`config.mk`:
```
export PLATFORM = sky130hd
export DESIGN_NAME = uart_rx_8n1_flat
export DESIGN_NICKNAME = d
export VERILOG_FILES = /design/src/rtl/uart_rx_8n1_if.sv /design/src/rtl/uart_rx_8n1.sv /design/src/flat_wrapper.sv
export SDC_FILE = /design/constraint.sdc
export NUM_CORES = 1
export LEC_CHECK = 0
export BUFFER_PORTS_ARGS = -buffer_cell sky130_fd_sc_hd__clkbuf_2
export CORE_MARGIN = 2
export CORE_UTILIZATION = 62
export DETAILED_ROUTE_END_ITERATION = 8
export PLACE_DENSITY = 0.92
export RECOVER_POWER = 100
export SLEW_MARGIN = 20
export SYNTH_ARGS = -nofsm -noshare
export SYNTH_HDL_FRONTEND = slang
export SYNTH_SLANG_ARGS = --single-unit
```
`constraint.sdc`:
```
create_clock -name clk -period 5.1 [get_ports clk]
set_input_delay 1.02 -clock clk [delete_from_list [all_inputs] [get_ports clk]]
set_output_delay 1.02 -clock clk [all_outputs]
set_load 0.005 [all_outputs]
```
`src/rtl/uart_rx_8n1_if.sv`:
```
// Serial-receive bundle: rx line into the receiver, received byte and status strobes out.
interface uart_rx_8n1_if;
  logic       rx;
  logic [7:0] data_out;
  logic       data_valid;
  logic       frame_err;
  logic       busy;

  modport master (input rx, output data_out, data_valid, frame_err, busy);
  modport slave  (output rx, input data_out, data_valid, frame_err, busy);
endinterface

```
`src/rtl/uart_rx_8n1.sv`:
```
// 8N1 UART receiver: 16x oversample tick, 2-flop synchroniser, mid-bit sampling,
// one-cycle data_valid / frame_err strobes.
module uart_rx_8n1 #(
  parameter int CLK_HZ     = 100_000_000,
  parameter int BAUD       = 9600,
  parameter int OVERSAMPLE = 16
) (
  input  logic           clk,
  input  logic           rst,
  uart_rx_8n1_if.master  bus
);
  localparam int DIV = CLK_HZ / (BAUD * OVERSAMPLE);
  localparam int TW  = (DIV > 1) ? $clog2(DIV) : 1;
  localparam int SW  = $clog2(OVERSAMPLE);

  typedef enum logic [1:0] {IDLE, START, DATA, STOP} state_t;

  state_t          state, state_n;
  logic            rx_m, rx_s, rx_prev;
  logic [1:0]      settle;
  logic            armed;
  logic            fall, start_det, tick;
  logic [TW-1:0]   tcnt;
  logic [SW-1:0]   scnt, scnt_n;
  logic [2:0]      bcnt, bcnt_n;
  logic [7:0]      shreg, shreg_n;
  logic [7:0]      dout_q, dout_n;
  logic            dv_q, dv_n, fe_q, fe_n;

  // The synchroniser resets to idle-high, so a line already low at reset release
  // would look like an edge; only arm once a real high has propagated through.
  always_ff @(posedge clk) begin
    if (rst) begin
      rx_m    <= 1'b1;
      rx_s    <= 1'b1;
      rx_prev <= 1'b1;
      settle  <= 2'd0;
      armed   <= 1'b0;
    end else begin
      rx_m    <= bus.rx;
      rx_s    <= rx_m;
      rx_prev <= rx_s;
      if (settle != 2'd2) settle <= settle + 2'd1;
      if (settle == 2'd2 && rx_s) armed <= 1'b1;
    end
  end

  assign fall      = armed & rx_prev & ~rx_s;
  assign start_det = (state == IDLE) & fall;
  assign tick      = (tcnt == TW'(DIV - 1));

  always_ff @(posedge clk) begin
    if (rst)                    tcnt <= '0;
    else if (start_det || tick) tcnt <= '0;
    else                        tcnt <= tcnt + TW'(1);
  end

  always_ff @(posedge clk) begin
    if (rst) begin
      state  <= IDLE;
      scnt   <= '0;
      bcnt   <= '0;
      shreg  <= '0;
      dout_q <= '0;
      dv_q   <= 1'b0;
      fe_q   <= 1'b0;
    end else begin
      state  <= state_n;
      scnt   <= scnt_n;
      bcnt   <= bcnt_n;
      shreg  <= shreg_n;
      dout_q <= dout_n;
      dv_q   <= dv_n;
      fe_q   <= fe_n;
    end
  end

  always_comb begin
    state_n = state;
    scnt_n  = scnt;
    bcnt_n  = bcnt;
    shreg_n = shreg;
    dout_n  = dout_q;
    dv_n    = 1'b0;
    fe_n    = 1'b0;
    case (state)
      IDLE: begin
        if (start_det) begin
          state_n = START;
          scnt_n  = '0;
        end
      end
      START: begin
        if (tick) begin
          if (scnt == SW'(OVERSAMPLE / 2 - 1)) begin
            scnt_n = '0;
            bcnt_n = '0;
            state_n = rx_s ? IDLE : DATA;
          end else begin
            scnt_n = scnt + SW'(1);
          end
        end
      end
      DATA: begin
        if (tick) begin
          if (scnt == SW'(OVERSAMPLE - 1)) begin
            shreg_n = {rx_s, shreg[7:1]};
            scnt_n  = '0;
            if (bcnt == 3'd7) state_n = STOP;
            else              bcnt_n  = bcnt + 3'd1;
          end else begin
            scnt_n = scnt + SW'(1);
          end
        end
      end
      STOP: begin
        // Leaving at mid stop bit lets an immediately following start edge be caught.
        if (tick) begin
          if (scnt == SW'(OVERSAMPLE - 1)) begin
            if (rx_s) begin
              dout_n = shreg;
              dv_n   = 1'b1;
            end else begin
              fe_n   = 1'b1;
            end
            state_n = IDLE;
          end else begin
            scnt_n = scnt + SW'(1);
          end
        end
      end
      default: state_n = IDLE;
    endcase
  end

  assign bus.data_out   = dout_q;
  assign bus.data_valid = dv_q;
  assign bus.frame_err  = fe_q;
  assign bus.busy       = (state != IDLE);
endmodule

```
`src/flat_wrapper.sv`:
```
// flat-port wrapper written by rule: the top's interface ports become plain ports
module uart_rx_8n1_flat 
#(
  parameter int CLK_HZ     = 100_000_000,
  parameter int BAUD       = 9600,
  parameter int OVERSAMPLE = 16
)
  (clk, rst, bus_rx, bus_data_out, bus_data_valid, bus_frame_err, bus_busy);
  uart_rx_8n1_if bus_i ();
  input  logic clk;
  input  logic rst;
  input wire logic [$bits(bus_i.rx)-1:0] bus_rx;
  output wire logic [$bits(bus_i.data_out)-1:0] bus_data_out;
  output wire logic [$bits(bus_i.data_valid)-1:0] bus_data_valid;
  output wire logic [$bits(bus_i.frame_err)-1:0] bus_frame_err;
  output wire logic [$bits(bus_i.busy)-1:0] bus_busy;
  assign bus_i.rx = bus_rx;
  assign bus_data_out = bus_i.data_out;
  assign bus_data_valid = bus_i.data_valid;
  assign bus_frame_err = bus_i.frame_err;
  assign bus_busy = bus_i.busy;
  uart_rx_8n1 #(.CLK_HZ(CLK_HZ), .BAUD(BAUD), .OVERSAMPLE(OVERSAMPLE)) u_core (.clk(clk), .rst(rst), .bus(bus_i));
endmodule
```
==> key figures, run 1 <==
Worst setup path
  • Data arrival, critical path: roughly 2.8 ns
  • Crit path launch type: flip-flop
  • CP Class: flip-flop to flip-flop
  • Top delay family on crit path: simple AND/OR/NAND/NOR gates
  • Worst path max stage delay: 1.15 ns
  • CP Max Fanout: 9
  • Crit path required time: 5.30 ns
  • Critical-path cell list: nor2b_1 > nand2_1 > nor3_1 > mux2i_1 > nor2_1
  • Crit end category: flip-flop
  • CP Buf/Inv Count: 0
  • Crit path max-delay cell type: nor3_1

Synth
  • Post-synth EDFFs: 0
  • #FFs+latches synth: 43
  • Net count after synthesis: 198
  • Syn Inst Count: 189
  • Synthesized area per cell: 9.447 µm²
  • Sequential fraction of the synthesis area: 48.21%
  • Mapped Area: 0.001785 mm²
  • Ys Warns: 0
  • Top_reg_cell synth: dfxtp_1
  • Ys async rst share: 0%
  • Library cells used by synthesis: 35

Final layout
  • N_diodes: 0
  • Layout cells sized above 1: under 10%
  • Nets: 210
  • Fillers: just over 200
  • Layout area overhead: 8.339%

Routing
  • Final wirelength: 3237 µm
  • WL met1: 1393 µm
  • Met2 wire len: approximately 1700 µm
  • 1st-pass router iterations: 5
  • Met3 routed WL: 92 µm
  • Routed Antenna Nets: 0
  • Vias: 1339
  • Vias per cell: 5.747
  • Detailed router's first-iteration violation count: 39
  • Max layer used: met4
  • Wire per inst: 13.89 µm
  • Post-route DRC violation count: 0

CTS
  • CTS tree: built
  • Max clock buf depth: 2
  • Clk_lat worst skew: 0.36 ns
  • CTS sink cnt: 43
  • Hold-fix buffers at CTS: 0
  • CTS clock-pin slew for the worst setup and hold paths: 0.12 ns
  • H-tree lvl count: 2
  • Post_cts resized: 0
  • CTS buffer count: 5
  • Postcts setup bufs: 0
  • Root Driver: clkbuf_4

Timing
  • Max-slew violations: 0
  • Fin crit period: 2.610 ns
  • Unrepaired setup endpoints after global routing: false
  • Worst slew pin tran: 1.447 ns
  • Final setup fails: 0
  • Max_slew headroom: 2.809%
  • Fmax: 383.2 MHz
  • Final Cycle Share: 51.17%
  • Fin Setup TNS: 0 ns
  • Hold Vio Cnt, Final: 0
  • Clock skew: 0.007916 ns

Global routing
  • Global-route wire length before repair: 5789 µm
  • Vias in the first global route: 1426
  • Largest net degree at the start of global routing: 35
  • Grt ovf: 0
  • Initial antenna violation count: 0
  • Global-route total usage across every layer: 22.43%

Die
  • Die area: 0.003325 mm²
  • Total core area: ~0.0028 mm²
  • Cell Rows: 19
  • Starting density of the core: between 60% and 70%
  • Die Ht: slightly below 60 µm
  • Num ports: 14
  • Die Span X: slightly below 60 µm

Worst hold path
  • Hold Crit Class: flip-flop to flip-flop

Power and ir drop
  • Power Density: 347.3 mW/mm²
  • Worst vdd ir: 0.3145 mV
  • Power consumption: around 670 µW
  • Leakage Power: between 0.8 and 0.9 nW

Place
  • PortBufs: 13
  • Routability cong.: 0.8037
  • Final HPWL DP: 2357 µm

Flow run
  • MaxCap Viol Count: 0

Status
  • Outcome: finished, final reports clean
routing by layer:
metal	vias to the layer above	GRT usage, %
li1	667	-
met5	-	0
met4	0	13.29
met3	9	5.357
met1	640	25.36
met2	23	38.31
path summary, 6_finish.rpt:
path,from,to,slack [ns],depth (start not counted)
worst max-delay path,flip-flop,u_core.shreg[5]$_SDFFE_PP0P_,2.49,5
worst min-delay path,u_core.rx_m$_SDFF_PP1_,u_core.rx_s$_SDFF_PP1_,0.44,1
worst max register to register,flip-flop,u_core.shreg[5]$_SDFFE_PP0P_,2.49,5
worst min register to register,u_core.rx_m$_SDFF_PP1_,u_core.rx_s$_SDFF_PP1_,0.44,1
layout by cell type (no fill, tap or decap), drive strengths merged:
cell type  Yosys  layout
dfxtp         43      43
nor2          38      38
clkbuf         6      19
mux2i         17      17
a21oi         10      10
nand3          8       8
nand2          7       7
inv            6       6
xnor2          6       6
ha             6       6
nor3           5       5
xor2           4       4
o21ai          4       4
and3           3       3
nand2b         3       3
or2            3       3
a31oi          2       2
nand3b         2       2
a311oi         2       2
bufinv         0       2
nand4          2       2
nor2b          1       1
and4bb         1       1
o31ai          1       1
nand4b         1       1
o31a           1       1
and2           1       1
and4           1       1
a32oi          1       1
or4            1       1
nor4           1       1
report_power, final:
part / switching, mW / internal (mW) / total (mW)
Combinational: 0.0290 / 0.0202 / 0.0492
Sequential: 0.0107 / 0.350 / 0.361
Clock: 0.109 / 0.153 / 0.262
worst reg2reg max path: stages, from the launching register on:
cell and delay, ns:
dfxtp_1 0.51, nor2b_1 0.35, nand2_1 0.10, nor3_1 1.15
mux2i_1 0.29, nor2_1 0.06
stage by stage:
stage                     worst slack, ns  std cells  hold slack (ns)  utilization, %  instance area [µm²]
final                               2.490        233           0.4390           70.15                 1934
after global routing                2.279        233           0.4518           70.15                 1934
after CTS                           2.728        233           0.4426           70.78                 1952
after detailed placement            2.949        225           0.4117           67.11                 1851
after global placement              3.023        225           0.3903           67.11                 1851
after floorplan                     3.303        189           0.3895               -                 1785
synthesized netlist by cell type, types with 4 or more instances:
cell type / n / area (µm²)
ha_1: 6 / 75.07
nand2_1: 7 / 26.28
mux2i_1: 17 / 170.2
nand3_1: 8 / 40.04
o21ai_0: 4 / 20.02
xnor2_1: 6 / 52.55
clkbuf_1: 6 / 22.52
a21oi_1: 10 / 50.05
xor2_1: 4 / 35.03
dfxtp_1: 43 / 860.8
nor2_1: 38 / 142.6
inv_1: 6 / 22.52
state kept, by name, summed over array words and instances (netlist names), named ones only:
register / cells
u_core.armed: 1
u_core.bcnt: 3
u_core.bus.data_out: 8
u_core.bus.data_valid: 1
u_core.bus.frame_err: 1
u_core.rx_m: 1
u_core.rx_prev: 1
u_core.rx_s: 1
u_core.scnt: 4
u_core.settle: 2
u_core.shreg: 8
u_core.state: 1
u_core.tcnt: 10
logic make-up after synthesis:
kind of cell,count (synthesis),synth area share (%)
flip-flops,43,48.21
adder cells (fa/ha/maj),6,4.205
XOR/XNOR,10,4.905
AO/OA/AOI/OAI,21,7.008
buffers and inverters,14,3.433
multiplexers,17,9.530
AND/OR/NAND/NOR,78,22.71
cell type report:
type                            instances  area [µm²]  share of cell area, %
Tap cell                               31       38.79                  2.005
Inverter                                6       22.52                  1.164
Timing Repair Buffer                   13       58.81                  3.040
Multi-Input combinational cell        132       852.1                  44.05
Sequential cell                        43       860.8                  44.50
Clock inverter                          2       60.06                  3.105
Clock buffer                            6       41.29                  2.135
Power figures use the tool's default switching activity.
==> run 2, diff against run 1 <==
--- a/config.mk
+++ b/config.mk
@@ -7,9 +7,9 @@
 export LEC_CHECK = 0
 export BUFFER_PORTS_ARGS = -buffer_cell sky130_fd_sc_hd__clkbuf_2
 export CORE_MARGIN = 2
-export CORE_UTILIZATION = 62
+export CORE_UTILIZATION = 58
 export DETAILED_ROUTE_END_ITERATION = 8
-export PLACE_DENSITY = 0.92
+export PLACE_DENSITY = 0.87
 export RECOVER_POWER = 100
 export SLEW_MARGIN = 20
 export SYNTH_ARGS = -nofsm -noshare
==> constraint.sdc (replaced) <==
create_clock -name clk -period 2.43 [get_ports clk]
set_input_delay 0.486 -clock clk [delete_from_list [all_inputs] [get_ports clk]]
set_output_delay 0.486 -clock clk [all_outputs]
set_load 0.005 [all_outputs]
==> run 2 against run 1 <==
  * Sequential share of layout area up 0.058 points
  * Register-to-register slack worse by 2.2 ns
  * Global-route usage down 4.3 points
  * Via count down 2.9%
  * Clock skew down 0.0026 ns
  * Largest power group unchanged
==> key figures, run 2 (synthesis gave the netlist of run 1 again) <==
Status
  • Outcome: finished, final reports clean

CTS
  • CTS buffer count: 5
  • CTS tree: built
  • CTS sink cnt: 43
  • Root Driver: clkbuf_4
  • Hold-fix buffers at CTS: 0
  • Clk_lat worst skew: 0.35 ns
  • CTS clock-pin slew for the worst setup and hold paths: 0.12 ns
  • Postcts setup bufs: 0
  • Post_cts resized: 0
  • Max clock buf depth: 2
  • H-tree lvl count: 2

Timing
  • Max-slew violations: 0
  • Max_slew headroom: between 30% and 40%
  • Hold Vio Cnt, Final: 0
  • Fin Setup TNS: 0 ns
  • Clock skew: 0.005327 ns
  • Worst slew pin tran: 0.9045 ns
  • Unrepaired setup endpoints after global routing: false
  • Fin crit period: 2.093 ns
  • Final setup fails: 0
  • Final Cycle Share: 86.13%
  • Fmax: 477.8 MHz
  • Setup ws final: approximately 0.34 ns

Worst setup path
  • RR Endpoint: u_core.bus.data_out[7]$_SDFFE_PP0P_
  • Critical-path cell list: and4bb_1 > nand4_4 > or4_1 > mux2i_1 > nor2_1
  • CP Buf/Inv Count: 0
  • Reg2reg start: u_core.tcnt[2]$_SDFF_PP0_
  • Crit path max-delay cell type: or4_1
  • Worst path max stage delay: 0.79 ns
  • Crit path required time: 2.64 ns
  • R2R setup slack: 0.34 ns
  • CP Max Fanout: 9
  • Data arrival, critical path: roughly 2.3 ns
  • Crit end category: flip-flop
  • Worst-case reg-to-reg path depth: 5
  • Crit path launch type: flip-flop
  • Top delay family on crit path: simple AND/OR/NAND/NOR gates
  • CP Class: flip-flop to flip-flop

Place
  • DP Worst Slack: 0.3371 ns
  • Routability cong.: ~0.78
  • Placed cell count: 228
  • Final HPWL DP: 2013 µm
  • PortBufs: 13

Final layout
  • Commonest non-fill, non-tap cell in the layout: dfxtp_1
  • Nets: 211
  • Final core occ: 64.87%
  • Finished Layout Cells: 236
  • Fillers: 252
  • Layout cells sized above 1: 10.34%
  • N_diodes: 0
  • Biggest register: u_core.tcnt
  • Commonest non-fill, non-tap cells in the layout: dfxtp_1, nor2_1, mux2i_1
  • Max reg flops: 10
  • Layout area overhead: 8.199%

Die
  • Total core area: about 0.0030 mm²
  • Num ports: 14
  • Die Ht: between 50 and 60 µm
  • Die area: 0.003538 mm²
  • Die Span X: 59.49 µm
  • Cell Rows: 20
  • Starting density of the core: about three fifths

Power and ir drop
  • Power Density: between 600 and 700 mW/mm²
  • Power consumption: 1.323 mW
  • Worst vdd ir: 0.4753 mV
  • Leakage Power: roughly 0.80 nW

Global routing
  • Vias in the first global route: approximately 1100
  • Global-route wire length before repair: 4747 µm
  • Global-route total usage across every layer: 18.15%
  • Grt ovf: 0
  • Largest net degree at the start of global routing: 23
  • Initial antenna violation count: 0

Flow run
  • MaxCap Viol Count: 0

Worst hold path
  • Hold Crit Class: input pin to flip-flop
  • Hold path start: bus_rx
  • Hold path depth: 2
  • Hold-critical path endpoint: u_core.rx_m$_SDFF_PP1_

Routing
  • 1st-pass router iterations: 4
  • Routed Antenna Nets: 0
  • Vias: 1300
  • Post-route DRC violation count: 0
  • Detailed router's first-iteration violation count: 42
  • Final wirelength: 2869 µm
  • Wire per inst: 12.16 µm
  • Vias per cell: 5.508
[run 2: cell count changes in the layout (fill, tap and decap cells not counted)]
cell	before	now
buf_4	0	1
bufinv_16	2	1
clkbuf_1	6	7
clkbuf_2	8	6
clkbuf_8	0	1
clkinv_2	0	1
nor3_1	4	3
nor3_2	1	2
[run 2: worst max path at each step]
stage / startpoint / to / cells after the start
floorplan: u_core.tcnt[2]$_SDFF_PP0_ / u_core.bus.data_out[0]$_SDFFE_PP0P_ / 6
CTS: u_core.tcnt[2]$_SDFF_PP0_ / u_core.bus.data_out[7]$_SDFFE_PP0P_ / 5
detailed placement: u_core.tcnt[2]$_SDFF_PP0_ / u_core.bus.data_out[7]$_SDFFE_PP0P_ / 5
global route: flip-flop / u_core.shreg[6]$_SDFFE_PP0P_ / 5
global placement: u_core.tcnt[2]$_SDFF_PP0_ / u_core.bus.data_out[7]$_SDFFE_PP0P_ / 5
finish: u_core.tcnt[2]$_SDFF_PP0_ / u_core.bus.data_out[7]$_SDFFE_PP0P_ / 5
[run 2: report_power, final]
| group | internal (mW) | switching (mW) |
|---|---|---|
| Clock | 0.243 | 0.227 |
| Sequential | 0.735 | 0.0208 |
| Combinational | 0.0419 | 0.0550 |
[run 2: worst register-to-register path, cell delays in order, from the launching register on]
cell and delay, ns:
dfxtp_1 0.37, and4bb_1 0.31, nand4_4 0.17, or4_1 0.79
mux2i_1 0.27, nor2_1 0.07
[run 2: through the flow]
stage          instance area, µm²  hold WS (ns)
2_1_floorplan                1785        0.3895
3_3_place_gp                 1861        0.3937
4_1_cts                      1947        0.2858
5_1_grt                      1932        0.2860
6_report                     1932        0.3051
3_5_place_dp                 1861        0.3963
[run 2: layout make-up]
cell class                      instances  area, µm²  share of cell area (%)
Tap cell                               33      41.29                   2.137
Inverter                                6      22.52                   1.166
Clock buffer                            6      51.30                   2.655
Sequential cell                        43      860.8                   44.56
Multi-Input combinational cell        132      857.1                   44.37
Clock inverter                          2      35.03                   1.813
Timing Repair Buffer                   14      63.81                   3.303
[run 2: per-layer routing]
metal | track usage (%) | vias to the layer above | share of wire (%)
li1 | - | 678 | -
met1 | 23.38 | 603 | 50
met2 | 26.84 | 15 | 45
met3 | 6.550 | 4 | 3.7
met4 | 8.766 | 0 | 1.8
met5 | 0 | - | 0
==> run 3, diff against run 2 <==
--- a/config.mk
+++ b/config.mk
@@ -5,13 +5,13 @@
 export SDC_FILE = /design/constraint.sdc
 export NUM_CORES = 1
 export LEC_CHECK = 0
+export ABC_AREA = 1
 export BUFFER_PORTS_ARGS = -buffer_cell sky130_fd_sc_hd__clkbuf_2
 export CORE_MARGIN = 2
 export CORE_UTILIZATION = 58
 export DETAILED_ROUTE_END_ITERATION = 8
 export PLACE_DENSITY = 0.87
 export RECOVER_POWER = 100
-export SLEW_MARGIN = 20
 export SYNTH_ARGS = -nofsm -noshare
 export SYNTH_HDL_FRONTEND = slang
 export SYNTH_SLANG_ARGS = --single-unit
==> run 3 against run 2 <==
  * Combinational power is 89% higher
  * Sequential share of layout area is 2.8 points lower
  * Non-clock buffer count stayed put
  * Via count is 19% higher
  * Synthesized cell count is 29% higher
  * Total power is 9.1% higher
  * Critical path type unchanged
==> key figures, run 3 <==
Power and ir drop
  • Power Density: 699.3 mW/mm²
  • Leakage Power: 0.8755 nW
  • Power consumption: 1.443 mW
  • Worst vdd ir: 0.5253 mV

Worst setup path
  • Data arrival, critical path: between 2 and 2.5 ns
  • Worst path depth: 11
  • CP Class: flip-flop to flip-flop
  • Crit path launch type: flip-flop
  • Crit path required time: approximately 2.7 ns
  • R2R setup slack: 0.53 ns
  • Reg2reg start: u_core.tcnt[0]$_SDFF_PP0_
  • Crit path max-delay cell type: nor2_1
  • CP Max Fanout: 8
  • RR Endpoint: u_core.bus.data_out[0]$_SDFFE_PP0P_
  • Crit end category: flip-flop
  • Worst path max stage delay: ~0.41 ns
  • Critical path endpoint: u_core.bus.data_out[0]$_SDFFE_PP0P_
  • Worst-case reg-to-reg path depth: 11
  • Crit path from: u_core.tcnt[0]$_SDFF_PP0_
  • Top delay family on crit path: simple AND/OR/NAND/NOR gates
  • CP Buf/Inv Count: 3
  • Critical-path cell list: inv_1 > ha_1 > nand2_1 > nor2_1 > nand3_4 > inv_1 > nand2_1 > nor2_1 > inv_1 > nor2_1 > nor2_1
  • Worst path most repeated cell: nor2_1

Synth
  • Synthesized area per cell: between 7 and 8 µm²
  • Post-synth EDFFs: 0
  • Sequential fraction of the synthesis area: between 40 and 50%
  • Mapped Area: 0.001901 mm²
  • Ys Warns: 0
  • Synth top area share: between 40% and 50%
  • Net count after synthesis: 252
  • Yosys top cell by area: dfxtp_1
  • Post-synth top cells: nand2_1, dfxtp_1, nor2_1
  • Top_reg_cell synth: dfxtp_1
  • Ranking of synthesized cells by area: dfxtp_1, nand2_1, a21oi_1
  • #FFs+latches synth: 43
  • Most frequent cell after synthesis: nand2_1
  • Ys async rst share: 0%
  • Library cells used by synthesis: 27
  • Syn Inst Count: approximately 240

Die
  • Num ports: 14
  • Cell Rows: 20
  • Die Span X: 61.25 µm
  • Die area: 0.003751 mm²
  • Total core area: 0.003078 mm²
  • Starting density of the core: 61.75%
  • Die Ht: 61.25 µm

Final layout
  • Max reg flops: 10
  • Reg area: 860.8 µm²
  • Layout area overhead: 8.558%
  • Nets: 269
  • N_diodes: 0
  • Commonest non-fill, non-tap cell in the layout: nand2_1
  • Layout cells sized above 1: 12.26%
  • Multi-input gate area: 879.6 µm²
  • Fillers: ~270
  • Commonest non-fill, non-tap cells in the layout: nand2_1, dfxtp_1, nor2_1
  • Biggest register: u_core.tcnt

Timing
  • Max-slew violations: 0
  • Worst slew pin tran: between 1 and 1.5 ns
  • Setup ws final: roughly 0.53 ns
  • Max_slew headroom: 20.56%
  • Fin crit period: about 1.9 ns
  • Hold Vio Cnt, Final: 0
  • Clock skew: 0.005452 ns
  • Unrepaired setup endpoints after global routing: false
  • Fin Setup TNS: 0 ns
  • Final Cycle Share: 78.15%
  • Fmax: ~530 MHz
  • Final setup fails: 0

Global routing
  • Largest net degree at the start of global routing: 22
  • Grt ovf: 0
  • Vias in the first global route: 1392
  • Global-route total usage across every layer: 21.81%
  • Global-route wire length before repair: approximately 6100 µm
  • Initial antenna violation count: 0

CTS
  • CTS clock-pin slew for the worst setup and hold paths: 0.13 ns
  • CTS sink cnt: 43
  • CTS buffer count: 5
  • Max clock buf depth: 2
  • Root Driver: clkbuf_4
  • Postcts setup bufs: 0
  • Clk_lat worst skew: approximately 0.36 ns
  • CTS tree: built
  • Post_cts resized: 0
  • H-tree lvl count: 2
  • Hold-fix buffers at CTS: 0

Routing
  • Wire per inst: roughly 11 µm
  • Vias per cell: 5.079
  • 1st-pass router iterations: 4
  • Final wirelength: 3285 µm
  • Detailed router's first-iteration violation count: between 50 and 60
  • Routed Antenna Nets: 0
  • Vias: around 1500
  • Post-route DRC violation count: 0

Worst hold path
  • Hold Crit Class: input pin to flip-flop

Place
  • PortBufs: 13
  • Final HPWL DP: 2379 µm
  • DP Worst Slack: 0.6441 ns
  • Routability cong.: 0.8371

Flow run
  • MaxCap Viol Count: 0

Status
  • Outcome: finished, final reports clean
==> run 3: cell types whose count changed after synthesis, moves of 4 or more <==
cell / before / now
inv_1: 6 / 27
o21ai_0: 4 / 17
mux2i_1: 17 / 0
a21oi_1: 10 / 28
nand2_1: 7 / 44
xnor2_1: 6 / 1
clkbuf_1: 6 / 2
nor2_1: 38 / 31
==> run 3: cells by family (layout without fill, tap and decap cells) <==
kind of cell             after synthesis  after routing  share of synthesized area, %
AO/OA/AOI/OAI                         53             53                         15.47
buffers and inverters                 34             52                         7.505
XOR/XNOR                               3              3                         1.383
adder cells (fa/ha/maj)                6              6                         3.950
AND/OR/NAND/NOR                      104            104                         26.40
flip-flops                            43             43                         45.29
==> run 3: worst min path at each step <==
stage | start | slack (ns) | end | depth (start not counted)
6_report | bus_rx | 0.30 | u_core.rx_m$_SDFF_PP1_ | 2
5_1_grt | bus_rx | 0.30 | u_core.rx_m$_SDFF_PP1_ | 2
4_1_cts | bus_rx | 0.30 | u_core.rx_m$_SDFF_PP1_ | 2
3_5_place_dp | u_core.rx_m$_SDFF_PP1_ | 0.41 | u_core.rx_s$_SDFF_PP1_ | 1
3_3_place_gp | u_core.rx_m$_SDFF_PP1_ | 0.39 | u_core.rx_s$_SDFF_PP1_ | 1
2_1_floorplan | u_core.rx_m$_SDFF_PP1_ | 0.39 | u_core.rx_s$_SDFF_PP1_ | 1
==> run 3: layout make-up <==
cell class	count	area share (%)
multi-input combinational	166	42.63
sequential	43	41.72
inverter	30	5.458
timing repair buffer	14	3.153
tap	44	2.668
clock buffer	6	2.486
clock inverter	2	1.880
==> run 3: layer usage <==
metal | global-route usage (%) | vias up | part of all wire (%)
li1 | - | 822 | -
met1 | 29.92 | 692 | 49
met2 | 33.43 | 29 | 44
met3 | 5.042 | 6 | 5.0
met4 | 8.385 | 0 | 1.7
met5 | 0 | - | 0
==> run 3: through the flow <==
step / util (%) / hold slack, ns / cell area, µm² / instances
final: 67.03 / 0.2976 / 2063 / 305
after global routing: 67.03 / 0.2969 / 2063 / 305
after CTS: 67.85 / 0.2978 / 2088 / 305
after detailed placement: 64.92 / 0.4103 / 1998 / 297
after global placement: 64.92 / 0.3915 / 1998 / 297
after floorplan: - / 0.3895 / 1901 / 243
==> run 3: report_power, final <==
part	internal [mW]	leakage (nW)	switching (mW)
registers	0.739	0.348	0.0300
clock network	0.248	0.0489	0.242
logic	0.0642	0.478	0.119
